$ cat config.mk
export PLATFORM = sky130hd
export DESIGN_NAME = eee_spi_frame_slave_flat
export DESIGN_NICKNAME = d
export VERILOG_FILES = /design/src/rtl/eee_spi_frame_slave_if.sv /design/src/rtl/eee_spi_frame_slave.sv /design/src/flat_wrapper.sv
export SDC_FILE = /design/constraint.sdc
export NUM_CORES = 1
export LEC_CHECK = 0
export ABC_AREA = 1
export BUFFER_PORTS_ARGS = -buffer_cell sky130_fd_sc_hd__buf_4
export CAP_MARGIN = 20
export CORE_ASPECT_RATIO = 1.25
export CORE_MARGIN = 1.5
export CORE_UTILIZATION = 43
export CTS_CLUSTER_DIAMETER = 40
export CTS_CLUSTER_SIZE = 24
export DETAILED_ROUTE_END_ITERATION = 6
export PLACE_DENSITY = 0.74
export SLEW_MARGIN = 10
export SYNTH_ARGS = -nofsm -noshare
export SYNTH_HDL_FRONTEND = slang
export SYNTH_SLANG_ARGS = --single-unit
$ cat constraint.sdc
create_clock -name clk -period 2.7 [get_ports clk]
set_clock_uncertainty 0.2 [all_clocks]
set_input_delay 0.135 -clock clk [delete_from_list [all_inputs] [get_ports clk]]
set_output_delay 0.135 -clock clk [all_outputs]
set_load 0.02 [all_outputs]
$ cat src/rtl/eee_spi_frame_slave_if.sv
// SPI conduit between an SPI master and eee_spi_frame_slave.
// The master modport drives clock, select and MOSI; the slave modport drives MISO and its enable.
interface eee_spi_frame_slave_if;
    logic spi_clk;
    logic spi_cs_n;
    logic spi_mosi;
    logic spi_miso;
    logic spi_miso_oe;

    modport master (output spi_clk, output spi_cs_n, output spi_mosi,
                    input spi_miso, input spi_miso_oe);
    modport slave  (input spi_clk, input spi_cs_n, input spi_mosi,
                    output spi_miso, output spi_miso_oe);
endinterface

$ cat src/rtl/eee_spi_frame_slave.sv
// Oversampled SPI slave: snapshots N_WORDS outbound words per frame and deserialises indexed MOSI
// words. Define EEE_SPI_CRC8_EN to append a CRC-8 word after the data words of every frame.
module eee_spi_frame_slave #(
    parameter int unsigned WORD_W  = 16,
    parameter int unsigned N_WORDS = 4,
    parameter bit          CPOL    = 1'b0,
    parameter bit          CPHA    = 1'b0,
    parameter int unsigned IDX_W   = 4
) (
    input  logic                      clk,
    input  logic                      reset_n,
    eee_spi_frame_slave_if.slave      spi,
    input  logic [N_WORDS*WORD_W-1:0] tx_data,
    output logic                      snap_pulse,
    output logic [WORD_W-1:0]         rx_data,
    output logic [IDX_W-1:0]          rx_index,
    output logic                      rx_valid,
    output logic                      frame_done,
    output logic                      abort_pulse,
    output logic                      busy
);
    localparam int unsigned BCNT_W = $clog2(WORD_W);
    localparam logic [BCNT_W-1:0] LAST_BIT = BCNT_W'(WORD_W - 1);
`ifdef EEE_SPI_CRC8_EN
    localparam logic [IDX_W-1:0] LAST_IDX = IDX_W'(N_WORDS);
`else
    localparam logic [IDX_W-1:0] LAST_IDX = IDX_W'(N_WORDS - 1);
`endif

    localparam logic [1:0] WAIT_IDLE = 2'd0;
    localparam logic [1:0] IDLE      = 2'd1;
    localparam logic [1:0] SHIFT     = 2'd2;

    logic [1:0]                state;
    logic                      sclk_s1, sclk_s2, sclk_d;
    logic                      cs_s1, cs_s2, cs_d;
    logic                      mosi_s1, mosi_s2;
    logic                      primed;
    logic [N_WORDS*WORD_W-1:0] frame_buf;
    logic [WORD_W-1:0]         rx_shift, rx_next, cur_word;
    logic [BCNT_W-1:0]         bit_cnt;
    logic [IDX_W-1:0]          word_idx;
    logic                      sclk_rise, sclk_fall, lead_edge, trail_edge;
    logic                      sample_edge, shift_edge, cs_fall, cs_rise;

    function automatic logic [WORD_W-1:0] pick_word(input logic [N_WORDS*WORD_W-1:0] fb,
                                                    input logic [IDX_W-1:0] idx);
        pick_word = '0;
        for (int k = 0; k < N_WORDS; k++) begin
            if (idx == IDX_W'(k)) pick_word = fb[k*WORD_W +: WORD_W];
        end
    endfunction

    always_ff @(posedge clk or negedge reset_n) begin
        if (!reset_n) begin
            sclk_s1 <= 1'b1;
            sclk_s2 <= 1'b1;
            sclk_d  <= 1'b1;
            cs_s1   <= 1'b1;
            cs_s2   <= 1'b1;
            cs_d    <= 1'b1;
            mosi_s1 <= 1'b0;
            mosi_s2 <= 1'b0;
            primed  <= 1'b0;
        end else begin
            sclk_s1 <= spi.spi_clk;
            sclk_s2 <= sclk_s1;
            sclk_d  <= sclk_s2;
            cs_s1   <= spi.spi_cs_n;
            cs_s2   <= cs_s1;
            cs_d    <= cs_s2;
            mosi_s1 <= spi.spi_mosi;
            mosi_s2 <= mosi_s1;
            primed  <= 1'b1;
        end
    end

    assign sclk_rise   = sclk_s2 & ~sclk_d;
    assign sclk_fall   = ~sclk_s2 & sclk_d;
    assign lead_edge   = CPOL ? sclk_fall : sclk_rise;
    assign trail_edge  = CPOL ? sclk_rise : sclk_fall;
    assign sample_edge = CPHA ? trail_edge : lead_edge;
    assign shift_edge  = CPHA ? lead_edge : trail_edge;
    assign cs_fall     = ~cs_s2 & cs_d;
    assign cs_rise     = cs_s2 & ~cs_d;
    assign rx_next     = {rx_shift[WORD_W-2:0], mosi_s2};
    assign busy        = (state == SHIFT);

`ifdef EEE_SPI_CRC8_EN
    logic [7:0]        crc;
    logic              crc_run;
    logic [IDX_W-1:0]  crc_word;
    logic [BCNT_W-1:0] crc_bit;
    logic [WORD_W-1:0] crc_src;
    logic              crc_in;

    assign crc_src = pick_word(frame_buf, crc_word);
    assign crc_in  = crc_src[LAST_BIT - crc_bit];

    // One snapshot bit per clk, finishing long before the CRC word is shifted out.
    always_ff @(posedge clk or negedge reset_n) begin
        if (!reset_n) begin
            crc      <= '0;
            crc_run  <= 1'b0;
            crc_word <= '0;
            crc_bit  <= '0;
        end else if (state == IDLE && cs_fall) begin
            crc      <= '0;
            crc_run  <= 1'b1;
            crc_word <= '0;
            crc_bit  <= '0;
        end else if (crc_run) begin
            crc <= {crc[6:0], 1'b0} ^ ({8{crc[7] ^ crc_in}} & 8'h07);
            if (crc_bit == LAST_BIT) begin
                crc_bit <= '0;
                if (crc_word == IDX_W'(N_WORDS - 1)) crc_run <= 1'b0;
                else crc_word <= crc_word + IDX_W'(1);
            end else begin
                crc_bit <= crc_bit + BCNT_W'(1);
            end
        end
    end

    always_comb begin
        cur_word = pick_word(frame_buf, word_idx);
        if (word_idx == IDX_W'(N_WORDS)) cur_word = WORD_W'(crc);
    end
`else
    always_comb begin
        cur_word = pick_word(frame_buf, word_idx);
    end
`endif

    always_ff @(posedge clk or negedge reset_n) begin
        if (!reset_n) begin
            state           <= WAIT_IDLE;
            frame_buf       <= '0;
            rx_shift        <= '0;
            bit_cnt         <= '0;
            word_idx        <= '0;
            rx_data         <= '0;
            rx_index        <= '0;
            rx_valid        <= 1'b0;
            snap_pulse      <= 1'b0;
            frame_done      <= 1'b0;
            abort_pulse     <= 1'b0;
            spi.spi_miso    <= 1'b0;
            spi.spi_miso_oe <= 1'b0;
        end else begin
            snap_pulse  <= 1'b0;
            rx_valid    <= 1'b0;
            frame_done  <= 1'b0;
            abort_pulse <= 1'b0;
            case (state)
                // primed keeps the reset value of the cs_n stages from counting as a real idle
                WAIT_IDLE: if (primed && cs_s1 && cs_s2) state <= IDLE;
                IDLE: begin
                    if (cs_fall) begin
                        state           <= SHIFT;
                        frame_buf       <= tx_data;
                        snap_pulse      <= 1'b1;
                        bit_cnt         <= '0;
                        word_idx        <= '0;
                        spi.spi_miso_oe <= 1'b1;
                        if (!CPHA) spi.spi_miso <= tx_data[WORD_W-1];
                    end
                end
                SHIFT: begin
                    if (cs_rise) begin
                        state           <= IDLE;
                        spi.spi_miso    <= 1'b0;
                        spi.spi_miso_oe <= 1'b0;
                        if (bit_cnt == '0) frame_done <= 1'b1;
                        else abort_pulse <= 1'b1;
                    end else if (sample_edge) begin
                        rx_shift <= rx_next;
                        if (bit_cnt == LAST_BIT) begin
                            rx_data  <= rx_next;
                            rx_index <= word_idx;
                            rx_valid <= 1'b1;
                            bit_cnt  <= '0;
                            word_idx <= (word_idx == LAST_IDX) ? '0 : word_idx + IDX_W'(1);
                        end else begin
                            bit_cnt <= bit_cnt + BCNT_W'(1);
                        end
                    end else if (shift_edge) begin
                        spi.spi_miso <= cur_word[LAST_BIT - bit_cnt];
                    end
                end
                default: state <= WAIT_IDLE;
            endcase
        end
    end
endmodule

$ cat src/flat_wrapper.sv
// flat-port wrapper written by rule: the top's interface ports become plain ports
module eee_spi_frame_slave_flat 
#(
    parameter int unsigned WORD_W  = 16,
    parameter int unsigned N_WORDS = 4,
    parameter bit          CPOL    = 1'b0,
    parameter bit          CPHA    = 1'b0,
    parameter int unsigned IDX_W   = 4
)
  (clk, reset_n, tx_data, snap_pulse, rx_data, rx_index, rx_valid, frame_done, abort_pulse, busy, spi_spi_clk, spi_spi_cs_n, spi_spi_mosi, spi_spi_miso, spi_spi_miso_oe);
  eee_spi_frame_slave_if spi_i ();
  input  logic clk;
  input  logic reset_n;
  input  logic [N_WORDS*WORD_W-1:0] tx_data;
  output logic snap_pulse;
  output logic [WORD_W-1:0] rx_data;
  output logic [IDX_W-1:0] rx_index;
  output logic rx_valid;
  output logic frame_done;
  output logic abort_pulse;
  output logic busy;
  input wire logic [$bits(spi_i.spi_clk)-1:0] spi_spi_clk;
  input wire logic [$bits(spi_i.spi_cs_n)-1:0] spi_spi_cs_n;
  input wire logic [$bits(spi_i.spi_mosi)-1:0] spi_spi_mosi;
  output wire logic [$bits(spi_i.spi_miso)-1:0] spi_spi_miso;
  output wire logic [$bits(spi_i.spi_miso_oe)-1:0] spi_spi_miso_oe;
  assign spi_i.spi_clk = spi_spi_clk;
  assign spi_i.spi_cs_n = spi_spi_cs_n;
  assign spi_i.spi_mosi = spi_spi_mosi;
  assign spi_spi_miso = spi_i.spi_miso;
  assign spi_spi_miso_oe = spi_i.spi_miso_oe;
  eee_spi_frame_slave #(.WORD_W(WORD_W), .N_WORDS(N_WORDS), .CPOL(CPOL), .CPHA(CPHA), .IDX_W(IDX_W)) u_core (.clk(clk), .reset_n(reset_n), .spi(spi_i), .tx_data(tx_data), .snap_pulse(snap_pulse), .rx_data(rx_data), .rx_index(rx_index), .rx_valid(rx_valid), .frame_done(frame_done), .abort_pulse(abort_pulse), .busy(busy));
endmodule
==> results of run 1 <==
==> stage by stage <==
stage	instance area, um2	std cells
2_1_floorplan	5710	711
3_3_place_gp	6590	949
3_5_place_dp	6590	949
4_1_cts	7880	1050
5_1_grt	7880	1050
6_report	7880	1050
==> layout by cell type (no fill, tap or decap), types with 2 or more instances in the layout <==
master           n
nor2_1          18
buf_4          105
nor3_1           5
nand4_1         13
clkbuf_16       17
inv_8            5
o21ai_1         20
nand3_1         60
inv_6            4
buf_12           2
dfstp_2          6
nand2_1        234
dfrtp_1        118
ha_1            11
nand2_2          2
o21ai_0         71
clkinv_4         2
clkinvlp_4       2
a21oi_1         11
inv_1           96
dlygate4sd3_1   69
==> how the worst min path moves through the flow <==
stage,slack (ns),cells past startpoint,startpoint,end
floorplan,-0.36,0,reset_n,u_core.abort_pulse
global placement,-0.15,1,reset_n,u_core.snap_pulse
detailed placement,-0.15,1,reset_n,u_core.snap_pulse
CTS,0.09,3,reset_n,u_core.frame_buf[23]
global route,0.11,3,reset_n,u_core.frame_buf[30]
finish,0.08,3,reset_n,u_core.frame_buf[24]
==> critical path: cells and delay by family, from the launching register on <==
| family | cells | cell delay (ns) |
|---|---|---|
| compound gates | 1 | 0.13 |
| fa+ha+maj | 1 | 0.60 |
| buf+inv | 1 | 0.17 |
| flops | 1 | 0.40 |
| simple gates | 9 | 0.83 |
==> flip-flops by register name, indices dropped and copies added, names as in the netlist, 2 cells and up <==
name and flops:
u_core.bit_cnt 4, u_core.frame_buf 64, u_core.rx_data 16, u_core.rx_index 4, u_core.rx_shift 15, u_core.state 2
u_core.word_idx 4
==> power groups by stage <==
stage / clock, W / sequential [W] / combinational [W]
final: 0.00228 / 0.00281 / 0.00221
after global routing: 0.00239 / 0.00287 / 0.00255
after CTS: 0.00230 / 0.00280 / 0.00221
after detailed placement: 0 / 0.00283 / 0.00210
after global placement: 0 / 0.00281 / 0.00206
after floorplan: 0 / 0.00271 / 0.00153
==> Yosys cell counts (all sizes together) (6+ instances only) <==
| library cell | n |
|---|---|
| nand3 | 60 |
| nand2 | 236 |
| dfstp | 6 |
| nor3 | 6 |
| buf | 16 |
| clkbuf | 21 |
| a21oi | 11 |
| o21ai | 91 |
| ha | 11 |
| dfrtp | 118 |
| nand4 | 13 |
| inv | 96 |
| nor2 | 20 |
==> cells by family after synthesis <==
group                      count (synthesis)
other                                      1
adders and majority gates                 11
DFF                                      124
AOI/OAI and AO/OA                        106
and+or+nand+nor                          336
buffers and inverters                    133
==> cell type report <==
class,instances,share of cell area (%)
Clock buffer,17,5.40
Clock inverter,15,2.16
Inverter,96,4.58
Multi-Input combinational cell,454,26.4
Sequential cell,124,39.5
Tap cell,168,2.67
Timing Repair Buffer,176,19.3
==> metal layers <==
layer  part of all wire (%)  GRT usage [%]
met3                    3.9           4.35
met4                    2.2           9.83
met2                     50           36.2
met5                      0              0
met1                     44           27.1
==> what timing repair did <==
action                                 CTS  global route
hold buffers                            69             0
endpoints found under the hold margin  186             0
resized for setup                        0             0
==> impl_metrics.toml, run 1 <==
[layout]
fillers = 1076
n_antenna_cell = 0
fin_util_pct = 61.4
syn2layout_area_growth_pct = 37.8
regArea_um2 = 3110
drive_above_1_share_pct = 17.0
multi_input_area_um2 = 2080
fin_nets = 949

[clocking]
clock_path_buffers = 2
clk_pin_slew_ns = 0.06
cts_tree = "done"
clock-root-buffer = "clkbuf_16"
insertion_delay_ns = 0.43
post_cts_buffers = 0
numCtsBuffers = 17
h-tree-depth = 4
cts_sinks = 124

[drt]
vias = 5058
ant_nets = 0
drc = 0
wl_per_cell_um = 13.5
drtPass1Iterations = 5
drtIter0Drc = 364
wl_um = 14100
avgViaCountPerCell = 4.82

[timing]
layout_min_cycle_time_ns = 2.40
relSlewSlack_pct = 36.5
setup_tns_ns = 0
worst_slack_ns = 0.297
slew_viol_final = 0
final-setup-viol-count = 0
max_freq_ghz = 0.416
tightest_slew_ns = 0.949
hold_ws_ns = 0.0821
fin_crit_sh_pct = 89.0
rsz0062_at_grt = "false"
hold_viol = 0

[synthesis]
synth_fa_ha_area_share_pct = 2.41
synth.top_cells.by_area = "dfrtp_1, nand2_1, inv_1"
async_flop_share_pct = 100
synth_edf_count = 0
ys_types = 25
synth-simple-area-share_pct = 24.4
synth_compound_area_share_pct = 9.44
syn_avg_cell_area_um2 = 8.04
syn_area_um2 = 5710
synth_top_area_share_pct = 51.7
ys.flop_type = "dfrtp_1"
synth_cells = 711
synth_xor_area_share_pct = 0
ys_seq_area_share_pct = 54.4
yosys_warnings = 0
synth_top_area_cell = "dfrtp_1"
synthMuxAreaShare_pct = 0
synth_top_family_by_area = "simple AND/OR/NAND/NOR gates"
syn-num-nets = 791
synth_seq_cells = 124

[global_routing]
overflow = 0
grt_pass1_wl_um = 24100
track_usage_pct = 21.7
antenna_found_initial = 0
grt_pass1_vias = 5124
grt_max_degree = 59

[worst_setup_path]
reg2reg_to = "u_core.spi.spi_miso"
reg2reg_setup_slack_ns = 0.30
arrival_ns = 2.55
crit_start = "u_core.word_idx[0]"
cp_slowest_cell = "ha_1"
crit_path_max_fanout = 16
worst_r2r_path_depth = 12
path_cells = "inv_1 > ha_1 > nand4_1 > nand3_1 > nand2_1 > nand2_1 > nand3_1 > nand3_1 > nand2_1 > nand2_1 > nand3_1 > a21oi_1"
cp-start-kind = "register"
cp-end-kind = "register"
endpoint = "u_core.spi.spi_miso"
r2r_start = "u_core.word_idx[0]"
slowest_delay_ns = 0.60
critical_path_required_ns = 2.85
worstSetupPathType = "register to register"

[floorplanning]
initial_core_util_pct = 44.5
coreArea_um2 = 12800
num_rows = 46
fp.dieH_um = 132
fp.dieW_um = 106
ios = 96
dieArea_um2 = 14000

[pwr]
power_frac_clock_pct = 31.2
ir_drop_v = 0.000526
power_frac_seq_pct = 38.5
p_per_area_nw_per_um2 = 926
fin_total_pwr_w = 0.00729
intPower_w = 0.00461
switching_power_w = 0.00269
leakagePower_nw = 3.95
p_sw_share_pct = 36.9
combPwrFrac_pct = 30.3

[worst_hold_path]
hp-class = "input pin to async pin"

[job]
cap_violations = 0

[place]
post-place-ws_ns = 0.331
place_hpwl_um = 9210
finalWeightedCongestion = 0.912
port_buffers = 95

[outcome]
outcome = "finished clean"
No activity file was read; power rests on OpenSTA's default activity.
==> run 2: changes to the inputs <==
- CTS_CLUSTER_SIZE: 24 -> 16
- PLACE_DENSITY: 0.74 -> 0.76
- clock period: 2.7 -> 2.1 ns (I/O delays scaled with it)
==> run 2 against run 1 <==
Compared with the run above:
- non-clock buffer count grew 10
- register-to-register slack worse by 0.20 ns
- total power up 30%
- die area unchanged
- cell count is 0.95% higher
- worst setup slack got worse by 0.20 ns
- sequential share of layout area is 0.87 points lower
- clock power increased by 22%
- routed wire length up 2.3%
- via count grew 2.7%
- largest cell class unchanged
- highest routed layer unchanged
==> impl_metrics.toml, run 2 (synthesized netlist as in run 1, its figures left out) <==
[global_routing]
overflow = 0
grt_pass1_wl_um = 24200
antenna_found_initial = 0
grt_max_degree = 60
grt_pass1_vias = 5124
track_usage_pct = 21.8

[drt]
drtPass1Iterations = 5
avgViaCountPerCell = 4.90
drc = 0
drtIter0Drc = 367
wl_um = 14500
wl_per_cell_um = 13.6
ant_nets = 0
vias = 5196

[layout]
largest-register = "u_core.frame_buf"
largestRegisters = "u_core.frame_buf (64), u_core.rx_data (16), u_core.rx_shift (15)"
stdcell_area_um2 = 8060
regArea_um2 = 3110
fin_util_pct = 62.8
fillers = 1020
syn2layout_area_growth_pct = 41.0
layout_common_cells = "nand2_1, dfrtp_1, buf_4, inv_1"
n_antenna_cell = 0
layout_commonest_cell = "nand2_1"
final_cell_count_no_fill = 1060
fin_nets = 959
drive_above_1_share_pct = 19.5
largest_reg_flops = 64
multi_input_area_um2 = 2120

[floorplanning]
coreArea_um2 = 12800
ios = 96
fp.dieH_um = 132
initial_core_util_pct = 44.5
dieArea_um2 = 14000
num_rows = 46
fp.dieW_um = 106

[worst_setup_path]
arrival_ns = 2.09
worstSetupPathType = "register to register"
cp-end-kind = "register"
cp-start-kind = "register"
critical_path_required_ns = 2.19
crit_path_max_fanout = 25

[clocking]
clk_pin_slew_ns = 0.06
clock-root-buffer = "clkbuf_16"
h-tree-depth = 4
cts_sinks = 124
insertion_delay_ns = 0.41
cts_tree = "done"
clock_path_buffers = 2
numCtsBuffers = 17

[timing]
setup_tns_ns = 0
max_freq_ghz = 0.499
slew_viol_final = 0
rsz0062_at_grt = "true"
fin_crit_sh_pct = 95.4
hold_viol = 0
layout_min_cycle_time_ns = 2.00
hold_ws_ns = 0.00896
final-setup-viol-count = 0

[place]
place_hpwl_um = 9410
postPlaceCellArea_um2 = 6760
dp_cells = 957
finalWeightedCongestion = 0.898
port_buffers = 95

[outcome]
outcome = "finished clean"

[job]
cap_violations = 0

[pwr]
p_per_area_nw_per_um2 = 1170
ir_drop_v = 0.000894
leakagePower_nw = 4.02

[worst_hold_path]
hp-class = "input pin to async pin"
[run 2: cell count changes in the layout (fill, tap and decap cells not counted), moves of 2 or more]
cell	before	now
buf_12	2	10
inv_1	96	91
inv_2	0	5
ha_1	11	7
inv_8	5	1
ha_2	0	3
o21ai_0	71	68
o21ai_1	20	23
a21oi_1	11	9
a21oi_2	0	2
buf_4	105	107
clkinv_2	0	2
[run 2: cell type report]
type                       count  share of cell area, %
clock inverter                14                   1.68
multi-input combinational    454                   26.3
tap                          168                   2.61
timing repair buffer         186                   21.0
inverter                      96                   4.47
clock buffer                  18                   5.33
sequential                   124                   38.6
[run 2: routing by layer]
metal  up-vias  share of wire, %  global-route usage (%)
met5         -                 0                       0
met4         0               2.1                    8.41
met3        28               4.5                    4.89
met2       175                50                    36.0
met1      2412                43                    27.8
li1       2581                 -                       -
[run 2: final timing paths]
kind                                     from              endpoint  slack [ns]  cells after the start
min in group clk                 spi_spi_mosi        u_core.mosi_s1        0.15                      2
setup / recovery           u_core.word_idx[0]   u_core.spi.spi_miso         0.1                     14
max in group asynchronous             reset_n    u_core.word_idx[3]        1.07                      3
hold / removal                        reset_n  u_core.frame_buf[50]       0.009                      2
hold reg to reg                u_core.sclk_s1        u_core.sclk_s2        0.16                      0
setup reg to reg           u_core.word_idx[0]   u_core.spi.spi_miso         0.1                     14
[run 2: worst max-delay path: stages (launching register included)]
cell,delay (ns)
dfrtp_1,0.43
inv_2,0.09
ha_2,0.20
nand2_2,0.07
buf_12,0.16
o21ai_0,0.16
inv_1,0.05
nand2_1,0.06
nand2_1,0.05
nand3_1,0.06
nand3_1,0.08
nand2_1,0.07
nand2_1,0.04
nand3_1,0.09
a21oi_2,0.05
[run 2: report_power, final]
part	switching [W]	internal, W
clock	0.00114	0.00165
combinational	0.00183	0.00124
sequential	0.000449	0.00315
[run 2: metrics by stage]
| step | setup WS [ns] | total power (W) |
|---|---|---|
| floorplan | 0.0317 | 0.00547 |
| detailed placement | 0.0990 | 0.00646 |
| CTS | 0.0663 | 0.00939 |
| global route | -0.0408 | 0.0101 |
| finish | 0.0957 | 0.00946 |
| global placement | 0.105 | 0.00638 |
[run 2: repair_timing]
| action | 4_1_cts | 5_1_grt |
|---|---|---|
| hold buffers | 68 | 0 |
| setup endpoints to repair | 0 | 24 |
| resized for setup | 0 | 16 |
| hold endpoints to repair | 192 | 0 |
| buffers inserted | 0 | 3 |
